[config.mk]
export PLATFORM = sky130hd
export DESIGN_NAME = snn_core_param_flat
export DESIGN_NICKNAME = d
export VERILOG_FILES = /design/src/rtl/snn_core_param_if.sv /design/src/rtl/snn_core_param.sv /design/src/flat_wrapper.sv
export SDC_FILE = /design/constraint.sdc
export NUM_CORES = 1
export LEC_CHECK = 0
export CAP_MARGIN = 20
export CORE_MARGIN = 4
export CORE_UTILIZATION = 60
export DETAILED_ROUTE_END_ITERATION = 8
export PLACE_DENSITY_LB_ADDON = 0.25
export SLEW_MARGIN = 10
export SYNTH_ARGS = -nofsm -noshare
export SYNTH_HDL_FRONTEND = slang
export SYNTH_SLANG_ARGS = --single-unit
[constraint.sdc]
create_clock -name clk -period 18.1 [get_ports clk]
set_clock_uncertainty 0.05 [all_clocks]
set_input_delay 2.715 -clock clk [delete_from_list [all_inputs] [get_ports clk]]
set_output_delay 2.715 -clock clk [all_outputs]
set_load 0.01 [all_outputs]
[src/rtl/snn_core_param_if.sv]
// Control, result and memory-port bundle for snn_core_param.
// master = host/memory side, slave = the inference core.
interface snn_core_param_if #(
  parameter int N_IN   = 784,
  parameter int N_HID  = 32,
  parameter int N_OUT  = 10,
  parameter int LUT_AW = 11
);
  logic                             start;
  logic                             abort;
  logic                             q_input;
  logic [$clog2(N_IN)-1:0]          addr_input_unit;
  logic [$clog2(N_IN*N_HID)-1:0]    hw_addr;
  logic [7:0]                       hw_q;
  logic [$clog2(N_HID*N_OUT)-1:0]   ow_addr;
  logic [7:0]                       ow_q;
  logic [LUT_AW-1:0]                lut_addr;
  logic [7:0]                       lut_q;
  logic                             busy;
  logic                             done;
  logic [$clog2(N_OUT)-1:0]         digit;
  logic [7:0]                       max_val;

  modport master (
    output start, abort, q_input, hw_q, ow_q, lut_q,
    input  addr_input_unit, hw_addr, ow_addr, lut_addr, busy, done, digit, max_val
  );

  modport slave (
    input  start, abort, q_input, hw_q, ow_q, lut_q,
    output addr_input_unit, hw_addr, ow_addr, lut_addr, busy, done, digit, max_val
  );
endinterface

[src/rtl/snn_core_param.sv]
// Two-layer fully-connected inference core: one signed MAC shared by both layers,
// external weight/LUT ROMs, internal hidden registers and a running argmax.
module snn_core_param #(
  parameter int N_IN   = 784,
  parameter int N_HID  = 32,
  parameter int N_OUT  = 10,
  parameter int ACC_W  = 26,
  parameter int FRAC   = 7,
  parameter int LUT_AW = 11
) (
  input logic            clk,
  input logic            rst_n,
  snn_core_param_if.slave bus
);
  localparam int IW  = $clog2(N_IN);
  localparam int HCW = (N_HID > 1) ? $clog2(N_HID) : 1;
  localparam int OCW = $clog2(N_OUT);
  localparam int HWA = $clog2(N_IN * N_HID);
  localparam int OWA = $clog2(N_HID * N_OUT);
  localparam int CW  = ((ACC_W > LUT_AW) ? ACC_W : LUT_AW) + 1;
  localparam logic signed [CW-1:0]  LUT_MAX  = CW'(2 ** (LUT_AW - 1) - 1);
  localparam logic signed [CW-1:0]  LUT_MIN  = ~LUT_MAX;
  localparam logic [LUT_AW-1:0]     LUT_BIAS = {1'b1, {(LUT_AW-1){1'b0}}};

  typedef enum logic [3:0] {
    IDLE, HID_MAC, HID_DRAIN, HID_ACT, HID_WR,
    OUT_MAC, OUT_DRAIN, OUT_ACT, OUT_WR, DONE
  } state_t;

  state_t state, state_nx;

  logic [IW-1:0]            i_cnt;
  logic [HCW-1:0]           h_cnt;
  logic [HCW-1:0]           k_cnt;
  logic [OCW-1:0]           o_cnt;
  logic [HWA-1:0]           hw_cnt;
  logic [OWA-1:0]           ow_cnt;
  logic signed [ACC_W-1:0]  acc;
  logic                     acc_en;
  logic signed [7:0]        hid_op;
  logic [7:0]               hid_mem [2**HCW];
  logic [7:0]               best_val;
  logic [OCW-1:0]           best_idx;
  logic [OCW-1:0]           digit_r;
  logic [7:0]               max_r;

  logic                     last_i, last_h, last_k, last_o;
  logic                     issue, hid_layer, busy, done, take;
  logic signed [7:0]        op1, op2;
  logic signed [ACC_W-1:0]  prod;
  logic signed [CW-1:0]     s_full;
  logic [LUT_AW-1:0]        lut_addr;
  logic [OCW-1:0]           new_idx;
  logic [7:0]               new_val;

  assign last_i = (i_cnt == IW'(N_IN - 1));
  assign last_h = (h_cnt == HCW'(N_HID - 1));
  assign last_k = (k_cnt == HCW'(N_HID - 1));
  assign last_o = (o_cnt == OCW'(N_OUT - 1));

  always_comb begin
    state_nx = state;
    busy     = (state != IDLE);
    done     = (state == DONE);
    if (state != IDLE && bus.abort) begin
      state_nx = IDLE;
    end else begin
      case (state)
        IDLE:      if (bus.start) state_nx = HID_MAC;
        HID_MAC:   if (last_i) state_nx = HID_DRAIN;
        HID_DRAIN: state_nx = HID_ACT;
        HID_ACT:   state_nx = HID_WR;
        HID_WR:    state_nx = last_h ? OUT_MAC : HID_MAC;
        OUT_MAC:   if (last_k) state_nx = OUT_DRAIN;
        OUT_DRAIN: state_nx = OUT_ACT;
        OUT_ACT:   state_nx = OUT_WR;
        OUT_WR:    state_nx = last_o ? DONE : OUT_MAC;
        DONE:      state_nx = IDLE;
        default:   state_nx = IDLE;
      endcase
    end
  end

  // Operands are selected by the layer the pipeline is currently in; the product
  // is formed at ACC_W width so narrow accumulators wrap exactly modulo 2^ACC_W.
  always_comb begin
    issue     = (state == HID_MAC) || (state == OUT_MAC);
    hid_layer = (state == HID_MAC) || (state == HID_DRAIN);
    op1       = hid_layer ? (bus.q_input ? 8'sd127 : 8'sd0) : hid_op;
    op2       = hid_layer ? bus.hw_q : bus.ow_q;
    prod      = ACC_W'(op1) * ACC_W'(op2);
  end

  always_comb begin
    s_full = CW'(acc >>> FRAC);
    if (!busy)                 lut_addr = '0;
    else if (s_full > LUT_MAX) lut_addr = '1;
    else if (s_full < LUT_MIN) lut_addr = '0;
    else                       lut_addr = s_full[LUT_AW-1:0] ^ LUT_BIAS;
  end

  always_comb begin
    take    = (o_cnt == '0) || (bus.lut_q > best_val);
    new_idx = take ? o_cnt : best_idx;
    new_val = take ? bus.lut_q : best_val;
  end

  always_ff @(posedge clk or negedge rst_n) begin
    if (!rst_n) begin
      state    <= IDLE;
      i_cnt    <= '0;
      h_cnt    <= '0;
      k_cnt    <= '0;
      o_cnt    <= '0;
      hw_cnt   <= '0;
      ow_cnt   <= '0;
      acc      <= '0;
      acc_en   <= 1'b0;
      hid_op   <= '0;
      best_val <= '0;
      best_idx <= '0;
      digit_r  <= '0;
      max_r    <= '0;
    end else begin
      state  <= state_nx;
      acc_en <= issue && !bus.abort;
      if (state == IDLE || state == HID_WR || state == OUT_WR) acc <= '0;
      else if (acc_en)                                         acc <= acc + prod;
      case (state)
        IDLE: if (bus.start) begin
          i_cnt  <= '0;
          h_cnt  <= '0;
          k_cnt  <= '0;
          o_cnt  <= '0;
          hw_cnt <= '0;
          ow_cnt <= '0;
        end
        HID_MAC: begin
          hw_cnt <= hw_cnt + HWA'(1);
          i_cnt  <= last_i ? '0 : i_cnt + IW'(1);
        end
        HID_WR: h_cnt <= last_h ? '0 : h_cnt + HCW'(1);
        OUT_MAC: begin
          ow_cnt <= ow_cnt + OWA'(1);
          k_cnt  <= last_k ? '0 : k_cnt + HCW'(1);
          hid_op <= hid_mem[k_cnt];
        end
        OUT_WR: begin
          o_cnt    <= last_o ? '0 : o_cnt + OCW'(1);
          best_val <= new_val;
          best_idx <= new_idx;
          // Result is published on the edge entering DONE so it appears with done.
          if (last_o && !bus.abort) begin
            digit_r <= new_idx;
            max_r   <= new_val;
          end
        end
        default: ;
      endcase
    end
  end

  always_ff @(posedge clk) begin
    if (state == HID_WR) hid_mem[h_cnt] <= bus.lut_q;
  end

  assign bus.addr_input_unit = i_cnt;
  assign bus.hw_addr         = hw_cnt;
  assign bus.ow_addr         = ow_cnt;
  assign bus.lut_addr        = lut_addr;
  assign bus.busy            = busy;
  assign bus.done            = done;
  assign bus.digit           = digit_r;
  assign bus.max_val         = max_r;
endmodule
[src/flat_wrapper.sv]
// flat-port wrapper written by rule: the top's interface ports become plain ports
module snn_core_param_flat 
#(
  parameter int N_IN   = 784,
  parameter int N_HID  = 32,
  parameter int N_OUT  = 10,
  parameter int ACC_W  = 26,
  parameter int FRAC   = 7,
  parameter int LUT_AW = 11
)
  (clk, rst_n, bus_start, bus_abort, bus_q_input, bus_hw_q, bus_ow_q, bus_lut_q, bus_addr_input_unit, bus_hw_addr, bus_ow_addr, bus_lut_addr, bus_busy, bus_done, bus_digit, bus_max_val);
  snn_core_param_if #(.N_IN(N_IN), .N_HID(N_HID), .N_OUT(N_OUT), .LUT_AW(LUT_AW)) bus_i ();
  input logic clk;
  input logic rst_n;
  input wire logic [$bits(bus_i.start)-1:0] bus_start;
  input wire logic [$bits(bus_i.abort)-1:0] bus_abort;
  input wire logic [$bits(bus_i.q_input)-1:0] bus_q_input;
  input wire logic [$bits(bus_i.hw_q)-1:0] bus_hw_q;
  input wire logic [$bits(bus_i.ow_q)-1:0] bus_ow_q;
  input wire logic [$bits(bus_i.lut_q)-1:0] bus_lut_q;
  output wire logic [$bits(bus_i.addr_input_unit)-1:0] bus_addr_input_unit;
  output wire logic [$bits(bus_i.hw_addr)-1:0] bus_hw_addr;
  output wire logic [$bits(bus_i.ow_addr)-1:0] bus_ow_addr;
  output wire logic [$bits(bus_i.lut_addr)-1:0] bus_lut_addr;
  output wire logic [$bits(bus_i.busy)-1:0] bus_busy;
  output wire logic [$bits(bus_i.done)-1:0] bus_done;
  output wire logic [$bits(bus_i.digit)-1:0] bus_digit;
  output wire logic [$bits(bus_i.max_val)-1:0] bus_max_val;
  assign bus_i.start = bus_start;
  assign bus_i.abort = bus_abort;
  assign bus_i.q_input = bus_q_input;
  assign bus_i.hw_q = bus_hw_q;
  assign bus_i.ow_q = bus_ow_q;
  assign bus_i.lut_q = bus_lut_q;
  assign bus_addr_input_unit = bus_i.addr_input_unit;
  assign bus_hw_addr = bus_i.hw_addr;
  assign bus_ow_addr = bus_i.ow_addr;
  assign bus_lut_addr = bus_i.lut_addr;
  assign bus_busy = bus_i.busy;
  assign bus_done = bus_i.done;
  assign bus_digit = bus_i.digit;
  assign bus_max_val = bus_i.max_val;
  snn_core_param #(.N_IN(N_IN), .N_HID(N_HID), .N_OUT(N_OUT), .ACC_W(ACC_W), .FRAC(FRAC), .LUT_AW(LUT_AW)) u_core (.clk(clk), .rst_n(rst_n), .bus(bus_i));
endmodule
==> results of run 1 <==
layer usage:
layer / vias to the layer above / track usage / wire length, um
li1: 5636 / - / -
met1: 6426 / 0.369 / 18700
met2: 475 / 0.428 / 22500
met3: 63 / 0.0369 / 3140
met4: 0 / 0.0522 / 881
met5: - / 0 / 0
synth_stat cells (13+ instances only):
master,n
nor2_1,151
mux2_2,14
edfxtp_1,256
mux2i_1,30
ha_1,79
nand2b_1,17
and3_1,25
inv_1,115
xnor2_1,13
nand3_1,39
a21o_1,13
mux4_2,74
o21ai_1,13
clkbuf_1,34
fa_1,112
dfrtp_1,111
o211ai_1,19
a21oi_1,30
o21ai_0,67
nand4_1,26
nand2_1,102
buf_2,15
layout make-up:
cell class | instances | area [um2] | area share
timing repair buffer | 109 | 1040 | 0.0462
multi-input combinational | 959 | 8950 | 0.397
sequential | 367 | 10500 | 0.464
tap | 442 | 553 | 0.0245
clock inverter | 16 | 145 | 0.00644
inverter | 115 | 432 | 0.0191
clock buffer | 45 | 955 | 0.0423
worst max-delay path, stage by stage:
cell             delay (ps)
clkdlybuf4s50_1         400
and3_1                  320
a21oi_1                 520
nand2b_1                160
fa_1                    530
fa_1                    550
inv_1                    60
fa_1                    540
fa_1                    590
fa_1                    430
ha_1                    360
a21o_1                  210
a21oi_2                 230
a31o_1                  200
a211oi_1                110
or4b_1                  560
a31o_1                  240
a21oi_2                 100
state kept, by name (all words and copies together), names as in the netlist:
register,flops
u_core.best_val,8
u_core.bus.digit,4
u_core.k_cnt,5
u_core.best_idx,4
u_core.acc,26
u_core.hid_op,8
u_core.h_cnt,5
u_core.bus.addr_input_unit,10
u_core.hid_mem,256
u_core.acc_en,1
u_core.state,4
u_core.bus.max_val,8
u_core.bus.hw_addr,15
u_core.o_cnt,4
u_core.bus.ow_addr,9
per-stage QoR:
step | cell area [um2] | worst slack (ps)
after global routing | 22500 | 9390
after CTS | 22500 | 9520
final | 22500 | 9630
after detailed placement | 21400 | 9020
after floorplan | 20100 | 10030
after global placement | 21400 | 9120
worst max-delay path by stage:
stage	to	cells past startpoint	slack [ps]
global placement	u_core.acc[25]$_DFFE_PN0P_	17	9120
finish	u_core.acc[25]$_DFFE_PN0P_	18	9630
detailed placement	u_core.acc[25]$_DFFE_PN0P_	17	9020
global route	u_core.acc[25]$_DFFE_PN0P_	18	9390
floorplan	u_core.acc[25]$_DFFE_PN0P_	18	10030
CTS	u_core.acc[25]$_DFFE_PN0P_	17	9520
kinds of logic (layout without fill, tap and decap cells):
group / count (synthesis) / count (layout) / share of synthesized area
muxes: 124 / 124 / 0.113
adders and majority gates: 191 / 191 / 0.160
DFF: 367 / 367 / 0.519
xor gates and xnor gates: 18 / 18 / 0.00783
AOI/OAI and AO/OA: 206 / 206 / 0.0646
buffers and inverters: 177 / 285 / 0.0362
and+or+nand+nor: 420 / 420 / 0.0983
==> flow_summary.html, run 1 <==
<table>
<tr><th>Metric</th><th>Value</th></tr>
<tr><th colspan="2">Clock network</th></tr>
<tr><td>Max Buffers Root-to-Sink</td><td>3</td></tr>
<tr><td>CTS tree</td><td>done</td></tr>
<tr><td>Total CTS buffers</td><td>36</td></tr>
<tr><td>Resized cells post-CTS</td><td>0</td></tr>
<tr><td>Deepest level of the CTS H-tree</td><td>2</td></tr>
<tr><td>Buffers inserted by post-CTS timing repair</td><td>0</td></tr>
<tr><td>Clock root buffer</td><td>clkbuf_16</td></tr>
<tr><td>Clock-pin transition on the worst setup and hold timing paths</td><td>60 ps</td></tr>
<tr><td>Insertion delay of the later-clocked pin in the worst-skew pair</td><td>520 ps</td></tr>
<tr><td>Count of clock tree sinks</td><td>367</td></tr>
<tr><td>Count of hold buffers inserted by post-cts repair</td><td>0</td></tr>
<tr><th colspan="2">Yosys</th></tr>
<tr><td>Largest area contributor in the netlist</td><td>edfxtp_1</td></tr>
<tr><td>Post-synthesis instance total</td><td>1503</td></tr>
<tr><td>Count of different cell masters after synthesis</td><td>61</td></tr>
<tr><td>Total number of yosys warnings</td><td>0</td></tr>
<tr><td>Top area cells in the synthesized netlist</td><td>edfxtp_1 (38%), dfrtp_1 (14%), fa_1 (11%)</td></tr>
<tr><td>Number of enable flip-flop cells after synthesis</td><td>256</td></tr>
<tr><td>Synth Register Bits</td><td>367</td></tr>
<tr><td>Area of the mapped netlist</td><td>0.0201 mm2</td></tr>
<tr><td>Share of the synthesized area in the top cell type</td><td>0.382</td></tr>
<tr><td>Share of synthesized registers carrying an async set or reset</td><td>0.302</td></tr>
<tr><td>Synth Flop Type</td><td>edfxtp_1</td></tr>
<tr><td>Portion of the post-synthesis area used by sequential elements</td><td>0.519</td></tr>
<tr><td>Syn nets</td><td>1723</td></tr>
<tr><td>Synthesized area per cell</td><td>13.4 um2</td></tr>
<tr><th colspan="2">STA</th></tr>
<tr><td>Hold_ws</td><td>431 ps</td></tr>
<tr><td>Final Slew Violations</td><td>0</td></tr>
<tr><td>Least-Margin Pin Slew</td><td>1170 ps</td></tr>
<tr><td>Post-route minimum period</td><td>8470 ps</td></tr>
<tr><td>Post-route clock period utilization</td><td>0.468</td></tr>
<tr><td>RSZ-0062 raised after global routing</td><td>false</td></tr>
<tr><td>Setup TNS after final layout</td><td>0 ps</td></tr>
<tr><td>Number of hold-slack violations in the final timing report</td><td>0</td></tr>
<tr><td>Maximum operating frequency</td><td>118 MHz</td></tr>
<tr><td>Final setup violating endpoints</td><td>0</td></tr>
<tr><td>Slew headroom</td><td>0.215</td></tr>
<tr><th colspan="2">Global route</th></tr>
<tr><td>Initial antenna violation count</td><td>0</td></tr>
<tr><td>Maximum number of pins on one net before global-route repair</td><td>69</td></tr>
<tr><td>Vias in the first global route</td><td>13000</td></tr>
<tr><td>First-pass GRT wire length</td><td>73500 um</td></tr>
<tr><td>GRT Total Usage</td><td>0.257</td></tr>
<tr><td>Total grt overflow</td><td>0</td></tr>
<tr><th colspan="2">Setup path</th></tr>
<tr><td>Register-to-Register Setup Slack</td><td>11290 ps</td></tr>
<tr><td>R2R depth</td><td>19</td></tr>
<tr><td>Required @ worst endpoint</td><td>18480 ps</td></tr>
<tr><td>Startpoint-to-endpoint class of the critical path</td><td>input pin to flip-flop</td></tr>
<tr><td>CP Max Fanout</td><td>13</td></tr>
<tr><td>Source of the critical timing path</td><td>bus_q_input</td></tr>
<tr><td>Startpoint type of the worst setup path</td><td>input pin</td></tr>
<tr><td>Worst reg2reg endpoint</td><td>u_core.acc[25]$_DFFE_PN0P_</td></tr>
<tr><td>Start of the worst register-to-register path</td><td>u_core.state[0]$_DFFE_PN0P_</td></tr>
<tr><td>Worst Path Arrival</td><td>8850 ps</td></tr>
<tr><td>Critical Path Sink Type</td><td>flip-flop</td></tr>
<tr><th colspan="2">Placed design</th></tr>
<tr><td>HPWL after detailed placement</td><td>30100 um</td></tr>
<tr><td>Count of placed standard cells including taps</td><td>1991</td></tr>
<tr><td>RD Place Congestion</td><td>0.902</td></tr>
<tr><td>Total of buffers placed on input and output ports</td><td>87</td></tr>
<tr><th colspan="2">Floorplan</th></tr>
<tr><td>Die extent in x</td><td>191 um</td></tr>
<tr><td>Floorplan Core Area</td><td>0.0329 mm2</td></tr>
<tr><td>Chip height</td><td>191 um</td></tr>
<tr><td>Starting Density</td><td>0.613</td></tr>
<tr><td>Standard-cell rows</td><td>66</td></tr>
<tr><td>Total I/O pin count</td><td>88</td></tr>
<tr><td>Total Die Area</td><td>0.0366 mm2</td></tr>
<tr><th colspan="2">Detailed routing</th></tr>
<tr><td>Drt drc</td><td>0</td></tr>
<tr><td>Vias per Instance</td><td>6.14</td></tr>
<tr><td>Drt total wl</td><td>45200 um</td></tr>
<tr><td>WL per Instance</td><td>22.0 um</td></tr>
<tr><td>First-pass iteration count of the detailed router</td><td>6</td></tr>
<tr><td>DRT antenna net count</td><td>0</td></tr>
<tr><td>DRT iter0 DRCs</td><td>1119</td></tr>
<tr><td>Number of vias in the routed layout</td><td>12600</td></tr>
<tr><th colspan="2">Job</th></tr>
<tr><td>Total of max-cap violations</td><td>0</td></tr>
<tr><th colspan="2">Layout</th></tr>
<tr><td>Layout cell share with drive strength beyond 1</td><td>0.111</td></tr>
<tr><td># nets final</td><td>1808</td></tr>
<tr><td>Count of placed standard cells in the final layout, fillers left out</td><td>2053</td></tr>
<tr><td>Final-layout fill cell count</td><td>2319</td></tr>
<tr><td>Most common cell after layout, fill and taps aside</td><td>edfxtp_1</td></tr>
<tr><td>Antenna cells</td><td>0</td></tr>
<tr><td>Commonest cells after routing, fill and taps aside</td><td>edfxtp_1 (256), nor2_1 (151), inv_1 (115), fa_1 (112), dfrtp_1 (109)</td></tr>
<tr><td>Share of the core filled with cells in the final layout</td><td>0.686</td></tr>
<tr><td>Synthesis-to-finish area growth</td><td>11.9%</td></tr>
<tr><th colspan="2">Hold path</th></tr>
<tr><td>Classification of the worst-slack hold path</td><td>flip-flop to flip-flop</td></tr>
<tr><td>Number of cells on the worst hold path</td><td>2</td></tr>
<tr><td>Critical hold path startpoint</td><td>u_core.bus.max_val[4]$_DFFE_PN0P_</td></tr>
<tr><td>Terminating pin of the worst hold path</td><td>u_core.bus.max_val[4]$_DFFE_PN0P_</td></tr>
<tr><th colspan="2">Outcome</th></tr>
<tr><td>Run status</td><td>completed</td></tr>
</table>
Power of run 1 is left out: the tool's default activity adds up to more than one toggle a clock period on the data nets, which glitch-free logic cannot reach.
==> run 2, diff against run 1 <==
CORE_UTILIZATION = 56   (was 60)
clock period = 7.3 ns   (was 18.1 ns; I/O delays follow)
==> flow_summary.html, run 2 (same netlist as run 1, synthesis figures left out) <==
<table>
<tr><th>Metric</th><th>Value</th></tr>
<tr><th colspan="2">Job</th></tr>
<tr><td>Total of max-cap violations</td><td>0</td></tr>
<tr><th colspan="2">Clock network</th></tr>
<tr><td>Buffers inserted by post-CTS timing repair</td><td>0</td></tr>
<tr><td>Deepest level of the CTS H-tree</td><td>2</td></tr>
<tr><td>Count of clock tree sinks</td><td>367</td></tr>
<tr><td>Max Buffers Root-to-Sink</td><td>3</td></tr>
<tr><td>Total CTS buffers</td><td>37</td></tr>
<tr><td>Resized cells post-CTS</td><td>0</td></tr>
<tr><td>Clock root buffer</td><td>clkbuf_16</td></tr>
<tr><td>Clock-pin transition on the worst setup and hold timing paths</td><td>60 ps</td></tr>
<tr><td>Count of hold buffers inserted by post-cts repair</td><td>0</td></tr>
<tr><td>CTS tree</td><td>done</td></tr>
<tr><td>Insertion delay of the later-clocked pin in the worst-skew pair</td><td>530 ps</td></tr>
<tr><th colspan="2">Hold path</th></tr>
<tr><td>Critical hold path startpoint</td><td>u_core.bus.max_val[4]$_DFFE_PN0P_</td></tr>
<tr><td>Classification of the worst-slack hold path</td><td>flip-flop to flip-flop</td></tr>
<tr><td>Number of cells on the worst hold path</td><td>2</td></tr>
<tr><td>Terminating pin of the worst hold path</td><td>u_core.bus.max_val[4]$_DFFE_PN0P_</td></tr>
<tr><th colspan="2">STA</th></tr>
<tr><td>Setup TNS after final layout</td><td>0 ps</td></tr>
<tr><td>Final setup violating endpoints</td><td>0</td></tr>
<tr><td>Maximum operating frequency</td><td>152 MHz</td></tr>
<tr><td>Post-route clock period utilization</td><td>0.901</td></tr>
<tr><td>Post-route minimum period</td><td>6580 ps</td></tr>
<tr><td>Number of hold-slack violations in the final timing report</td><td>0</td></tr>
<tr><td>RSZ-0062 raised after global routing</td><td>false</td></tr>
<tr><td>Final Slew Violations</td><td>0</td></tr>
<tr><td>Least-Margin Pin Slew</td><td>1100 ps</td></tr>
<tr><td>Slew headroom</td><td>0.260</td></tr>
<tr><th colspan="2">Floorplan</th></tr>
<tr><td>Die extent in x</td><td>198 um</td></tr>
<tr><td>Standard-cell rows</td><td>69</td></tr>
<tr><td>Floorplan Core Area</td><td>0.0356 mm2</td></tr>
<tr><td>Total I/O pin count</td><td>88</td></tr>
<tr><td>Total Die Area</td><td>0.0391 mm2</td></tr>
<tr><td>Chip height</td><td>198 um</td></tr>
<tr><td>Starting Density</td><td>0.566</td></tr>
<tr><th colspan="2">Detailed routing</th></tr>
<tr><td>Metal3 WL</td><td>2870 um</td></tr>
<tr><td>Highest signal layer in the routed design</td><td>met5</td></tr>
<tr><td>Number of vias in the routed layout</td><td>12500</td></tr>
<tr><td>Vias per Instance</td><td>5.94</td></tr>
<tr><td>Wire length on met2</td><td>21500 um</td></tr>
<tr><td>First-pass iteration count of the detailed router</td><td>5</td></tr>
<tr><td>Drt total wl</td><td>43900 um</td></tr>
<tr><td>DRT iter0 DRCs</td><td>1196</td></tr>
<tr><td>WL per Instance</td><td>20.9 um</td></tr>
<tr><td>Post-route met1 wirelength</td><td>18300 um</td></tr>
<tr><td>Drt drc</td><td>0</td></tr>
<tr><td>DRT antenna net count</td><td>0</td></tr>
<tr><th colspan="2">Global route</th></tr>
<tr><td>Vias in the first global route</td><td>13000</td></tr>
<tr><td>First-pass GRT wire length</td><td>71300 um</td></tr>
<tr><td>Initial antenna violation count</td><td>1</td></tr>
<tr><td>GRT Total Usage</td><td>0.231</td></tr>
<tr><td>Total grt overflow</td><td>0</td></tr>
<tr><td>Maximum number of pins on one net before global-route repair</td><td>69</td></tr>
<tr><th colspan="2">Layout</th></tr>
<tr><td>Most common cell after layout, fill and taps aside</td><td>edfxtp_1</td></tr>
<tr><td>Register with the most flip-flops</td><td>u_core.hid_mem</td></tr>
<tr><td>Layout cell share with drive strength beyond 1</td><td>0.122</td></tr>
<tr><td>Area of all sequential standard cells</td><td>0.0105 mm2</td></tr>
<tr><td>Final-layout fill cell count</td><td>2609</td></tr>
<tr><td>Antenna cells</td><td>0</td></tr>
<tr><td>Commonest cells after routing, fill and taps aside</td><td>edfxtp_1 (256), nor2_1 (151), inv_1 (115), fa_1 (112), dfrtp_1 (109)</td></tr>
<tr><td>Synthesis-to-finish area growth</td><td>13.0%</td></tr>
<tr><td>Total area of multi-input combinational cells</td><td>0.00895 mm2</td></tr>
<tr><td># nets final</td><td>1828</td></tr>
<tr><td>Largest register FFs</td><td>256</td></tr>
<tr><th colspan="2">Outcome</th></tr>
<tr><td>Run status</td><td>completed</td></tr>
<tr><th colspan="2">Setup path</th></tr>
<tr><td>Worst reg2reg endpoint</td><td>u_core.acc[25]$_DFFE_PN0P_</td></tr>
<tr><td>Start of the worst register-to-register path</td><td>u_core.state[0]$_DFFE_PN0P_</td></tr>
<tr><td>Register-to-Register Setup Slack</td><td>720 ps</td></tr>
<tr><td>R2R depth</td><td>20</td></tr>
<tr><td>Worst Path Arrival</td><td>6970 ps</td></tr>
<tr><td>Required @ worst endpoint</td><td>7690 ps</td></tr>
<tr><td>Startpoint-to-endpoint class of the critical path</td><td>flip-flop to flip-flop</td></tr>
<tr><td>Critical Path Sink Type</td><td>flip-flop</td></tr>
<tr><td>CP Max Fanout</td><td>29</td></tr>
<tr><td>Startpoint type of the worst setup path</td><td>flip-flop</td></tr>
<tr><th colspan="2">Placed design</th></tr>
<tr><td>Total of buffers placed on input and output ports</td><td>87</td></tr>
<tr><td>HPWL after detailed placement</td><td>30200 um</td></tr>
<tr><td>RD Place Congestion</td><td>0.915</td></tr>
</table>
-- run 2: area by class of cell --
class	instances	area share
tap	461	0.0253
multi-input combinational	959	0.393
clock buffer	50	0.0432
clock inverter	17	0.00747
inverter	115	0.0190
timing repair buffer	128	0.0521
sequential	367	0.460
-- run 2: worst max-delay path, stage by stage (launching register included) --
cell,delay [ps]
dfrtp_1,500
xor2_1,240
nand2_1,100
buf_4,320
mux2i_1,380
buf_12,180
nand2b_1,130
fa_1,430
fa_1,550
inv_1,60
fa_1,520
fa_1,590
fa_1,430
ha_1,350
a21o_1,210
a21oi_2,240
a31o_1,200
a211oi_1,100
or4b_1,550
a31o_1,240
a21oi_2,100
-- run 2: worst max path at each step --
stage,startpoint,endpoint
2_1_floorplan,u_core.state[3]$_DFFE_PN0P_,u_core.acc[25]$_DFFE_PN0P_
3_3_place_gp,bus_q_input,u_core.acc[25]$_DFFE_PN0P_
3_5_place_dp,bus_q_input,u_core.acc[25]$_DFFE_PN0P_
4_1_cts,u_core.state[0]$_DFFE_PN0P_,u_core.acc[25]$_DFFE_PN0P_
5_1_grt,u_core.state[0]$_DFFE_PN0P_,u_core.acc[25]$_DFFE_PN0P_
6_report,u_core.state[0]$_DFFE_PN0P_,u_core.acc[25]$_DFFE_PN0P_
-- run 2: routing by layer --
| layer | GRT usage | up-vias |
|---|---|---|
| met1 | 0.327 | 6310 |
| met4 | 0.0653 | 2 |
| met5 | 0 | - |
| met3 | 0.0418 | 74 |
| li1 | - | 5686 |
| met2 | 0.375 | 380 |
-- run 2: stage by stage --
| stage | util | std cells | setup slack [ps] | hold WS (ps) | instance area [um2] |
|---|---|---|---|---|---|
| after global routing | 0.640 | 2097 | 396 | 460 | 22800 |
| after CTS | 0.640 | 2097 | 700 | 434 | 22800 |
| after floorplan | - | 1503 | 661 | 406 | 20100 |
| final | 0.640 | 2097 | 721 | 431 | 22800 |
| after global placement | 0.608 | 2029 | 251 | 418 | 21600 |
| after detailed placement | 0.608 | 2030 | 210 | 419 | 21600 |
Power of run 2 is left out for the same reason.
==> run 3, diff against run 2 <==
CORE_UTILIZATION = 60   (was 56)
DONT_BUFFER_PORTS = 1   (was default)
clock period = 7.31 ns   (was 7.3 ns; I/O delays follow)
==> flow_summary.html, run 3 (same netlist as run 1, synthesis figures left out) <==
<table>
<tr><th>Metric</th><th>Value</th></tr>
<tr><th colspan="2">Floorplan</th></tr>
<tr><td>Floorplan Core Area</td><td>0.0329 mm2</td></tr>
<tr><td>Total Die Area</td><td>0.0366 mm2</td></tr>
<tr><td>Total I/O pin count</td><td>88</td></tr>
<tr><td>Starting Density</td><td>0.613</td></tr>
<tr><td>Chip height</td><td>191 um</td></tr>
<tr><td>Die extent in x</td><td>191 um</td></tr>
<tr><td>Standard-cell rows</td><td>66</td></tr>
<tr><th colspan="2">Placed design</th></tr>
<tr><td>Count of placed standard cells including taps</td><td>1901</td></tr>
<tr><td>RD Place Congestion</td><td>0.871</td></tr>
<tr><td>HPWL after detailed placement</td><td>29900 um</td></tr>
<tr><td>Instance area after placement</td><td>0.0205 mm2</td></tr>
<tr><td>Total of buffers placed on input and output ports</td><td>0</td></tr>
<tr><th colspan="2">STA</th></tr>
<tr><td>Maximum operating frequency</td><td>149 MHz</td></tr>
<tr><td>Slew headroom</td><td>0.321</td></tr>
<tr><td>Final setup violating endpoints</td><td>0</td></tr>
<tr><td>Number of hold-slack violations in the final timing report</td><td>0</td></tr>
<tr><td>Setup TNS after final layout</td><td>0 ps</td></tr>
<tr><td>Least-Margin Pin Slew</td><td>1020 ps</td></tr>
<tr><td>Final Slew Violations</td><td>0</td></tr>
<tr><td>Post-route clock period utilization</td><td>0.915</td></tr>
<tr><td>Post-route minimum period</td><td>6690 ps</td></tr>
<tr><td>RSZ-0062 raised after global routing</td><td>false</td></tr>
<tr><th colspan="2">Setup path</th></tr>
<tr><td>Required @ worst endpoint</td><td>7700 ps</td></tr>
<tr><td>Worst reg2reg endpoint</td><td>u_core.acc[25]$_DFFE_PN0P_</td></tr>
<tr><td>R2R depth</td><td>18</td></tr>
<tr><td>CP Max Fanout</td><td>10</td></tr>
<tr><td>Worst Path Arrival</td><td>7080 ps</td></tr>
<tr><td>Startpoint type of the worst setup path</td><td>flip-flop</td></tr>
<tr><td>Register-to-Register Setup Slack</td><td>620 ps</td></tr>
<tr><td>Critical Path Sink Type</td><td>flip-flop</td></tr>
<tr><td>Start of the worst register-to-register path</td><td>u_core.state[0]$_DFFE_PN0P_</td></tr>
<tr><td>Startpoint-to-endpoint class of the critical path</td><td>flip-flop to flip-flop</td></tr>
<tr><th colspan="2">Job</th></tr>
<tr><td>Total of max-cap violations</td><td>0</td></tr>
<tr><th colspan="2">Clock network</th></tr>
<tr><td>Insertion delay of the later-clocked pin in the worst-skew pair</td><td>530 ps</td></tr>
<tr><td>Max Buffers Root-to-Sink</td><td>3</td></tr>
<tr><td>Count of clock tree sinks</td><td>367</td></tr>
<tr><td>Total CTS buffers</td><td>37</td></tr>
<tr><td>Resized cells post-CTS</td><td>0</td></tr>
<tr><td>Deepest level of the CTS H-tree</td><td>2</td></tr>
<tr><td>Clock-pin transition on the worst setup and hold timing paths</td><td>60 ps</td></tr>
<tr><td>Count of hold buffers inserted by post-cts repair</td><td>0</td></tr>
<tr><td>CTS tree</td><td>done</td></tr>
<tr><td>Clock root buffer</td><td>clkbuf_16</td></tr>
<tr><td>Buffers inserted by post-CTS timing repair</td><td>0</td></tr>
<tr><th colspan="2">Detailed routing</th></tr>
<tr><td>WL per Instance</td><td>22.2 um</td></tr>
<tr><td>Vias per Instance</td><td>6.19</td></tr>
<tr><td>Drt total wl</td><td>43700 um</td></tr>
<tr><td>DRT iter0 DRCs</td><td>1045</td></tr>
<tr><td>DRT antenna net count</td><td>0</td></tr>
<tr><td>Drt drc</td><td>0</td></tr>
<tr><td>First-pass iteration count of the detailed router</td><td>6</td></tr>
<tr><td>Number of vias in the routed layout</td><td>12200</td></tr>
<tr><th colspan="2">Global route</th></tr>
<tr><td>Initial antenna violation count</td><td>1</td></tr>
<tr><td>First-pass GRT wire length</td><td>70400 um</td></tr>
<tr><td>Total grt overflow</td><td>0</td></tr>
<tr><td>GRT Total Usage</td><td>0.247</td></tr>
<tr><td>Maximum number of pins on one net before global-route repair</td><td>112</td></tr>
<tr><td>Vias in the first global route</td><td>12400</td></tr>
<tr><th colspan="2">Layout</th></tr>
<tr><td>Register with the most flip-flops</td><td>u_core.hid_mem</td></tr>
<tr><td>Commonest cells after routing, fill and taps aside</td><td>edfxtp_1 (256), nor2_1 (151), inv_1 (115), fa_1 (112), dfrtp_1 (109)</td></tr>
<tr><td>Final-layout fill cell count</td><td>2342</td></tr>
<tr><td>Most common cell after layout, fill and taps aside</td><td>edfxtp_1</td></tr>
<tr><td># nets final</td><td>1720</td></tr>
<tr><td>Layout cell share with drive strength beyond 1</td><td>0.117</td></tr>
<tr><td>Count of placed standard cells in the final layout, fillers left out</td><td>1971</td></tr>
<tr><td>Largest register FFs</td><td>256</td></tr>
<tr><td>Synthesis-to-finish area growth</td><td>7.86%</td></tr>
<tr><td>Post-route design area</td><td>0.0217 mm2</td></tr>
<tr><th colspan="2">Outcome</th></tr>
<tr><td>Run status</td><td>completed</td></tr>
<tr><th colspan="2">Hold path</th></tr>
<tr><td>Classification of the worst-slack hold path</td><td>input pin to async pin</td></tr>
</table>
run 3: cell types whose count changed in the layout (fill, tap and decap cells not counted), sizes merged, moves of 2 or more:
cell / change
clkdlybuf4s50: -86
clkinvlp: +3
clkbuf: -5
buf: -22
clkinv: +3
bufinv: -2
run 3: metal layers:
metal / global-route usage / part of all wire / vias up
li1: - / - / 5479
met1: 0.350 / 0.42 / 6199
met2: 0.406 / 0.49 / 430
met3: 0.0435 / 0.065 / 85
met4: 0.0633 / 0.026 / 0
met5: 0 / 0 / -
run 3: critical path: stages (launching register included):
cell and delay, ps:
dfrtp_1 510, xor2_1 240, nand2_1 330, nand3_1 300, inv_1 80, fa_1 480, inv_1 220, fa_1 550
inv_1 440, fa_1 520, fa_1 500, ha_1 310, ha_1 410, a21oi_2 260, o21ai_1 110, a211oi_1 440
or4b_1 510, a31o_1 230, a21oi_2 110
run 3: final cells by class:
cell class	instances	area, um2	share of cell area
antenna	1	2.50	0.000115
clock buffer	45	977	0.0450
clock inverter	22	173	0.00795
inverter	115	432	0.0199
multi-input combinational	959	8950	0.412
sequential	367	10500	0.482
tap	442	553	0.0255
timing repair buffer	20	170	0.00783
run 3: worst max path at each step:
| stage | from | endpoint | slack [ps] |
|---|---|---|---|
| global placement | bus_q_input | u_core.acc[25]$_DFFE_PN0P_ | 550 |
| global route | u_core.state[1]$_DFFE_PN0P_ | u_core.acc[25]$_DFFE_PN0P_ | 160 |
| CTS | u_core.state[0]$_DFFE_PN0P_ | u_core.acc[25]$_DFFE_PN0P_ | 630 |
| finish | u_core.state[0]$_DFFE_PN0P_ | u_core.acc[25]$_DFFE_PN0P_ | 620 |
| floorplan | u_core.state[3]$_DFFE_PN0P_ | u_core.acc[25]$_DFFE_PN0P_ | 670 |
| detailed placement | bus_q_input | u_core.acc[25]$_DFFE_PN0P_ | 510 |
run 3: metrics by stage:
| stage | worst slack, ps | util | hold slack [ps] |
|---|---|---|---|
| floorplan | 671 | - | 406 |
| global placement | 552 | 0.625 | 425 |
| detailed placement | 505 | 0.625 | 431 |
| CTS | 628 | 0.660 | 195 |
| global route | 164 | 0.661 | 192 |
| finish | 620 | 0.661 | 217 |
Power of run 3 is left out for the same reason.
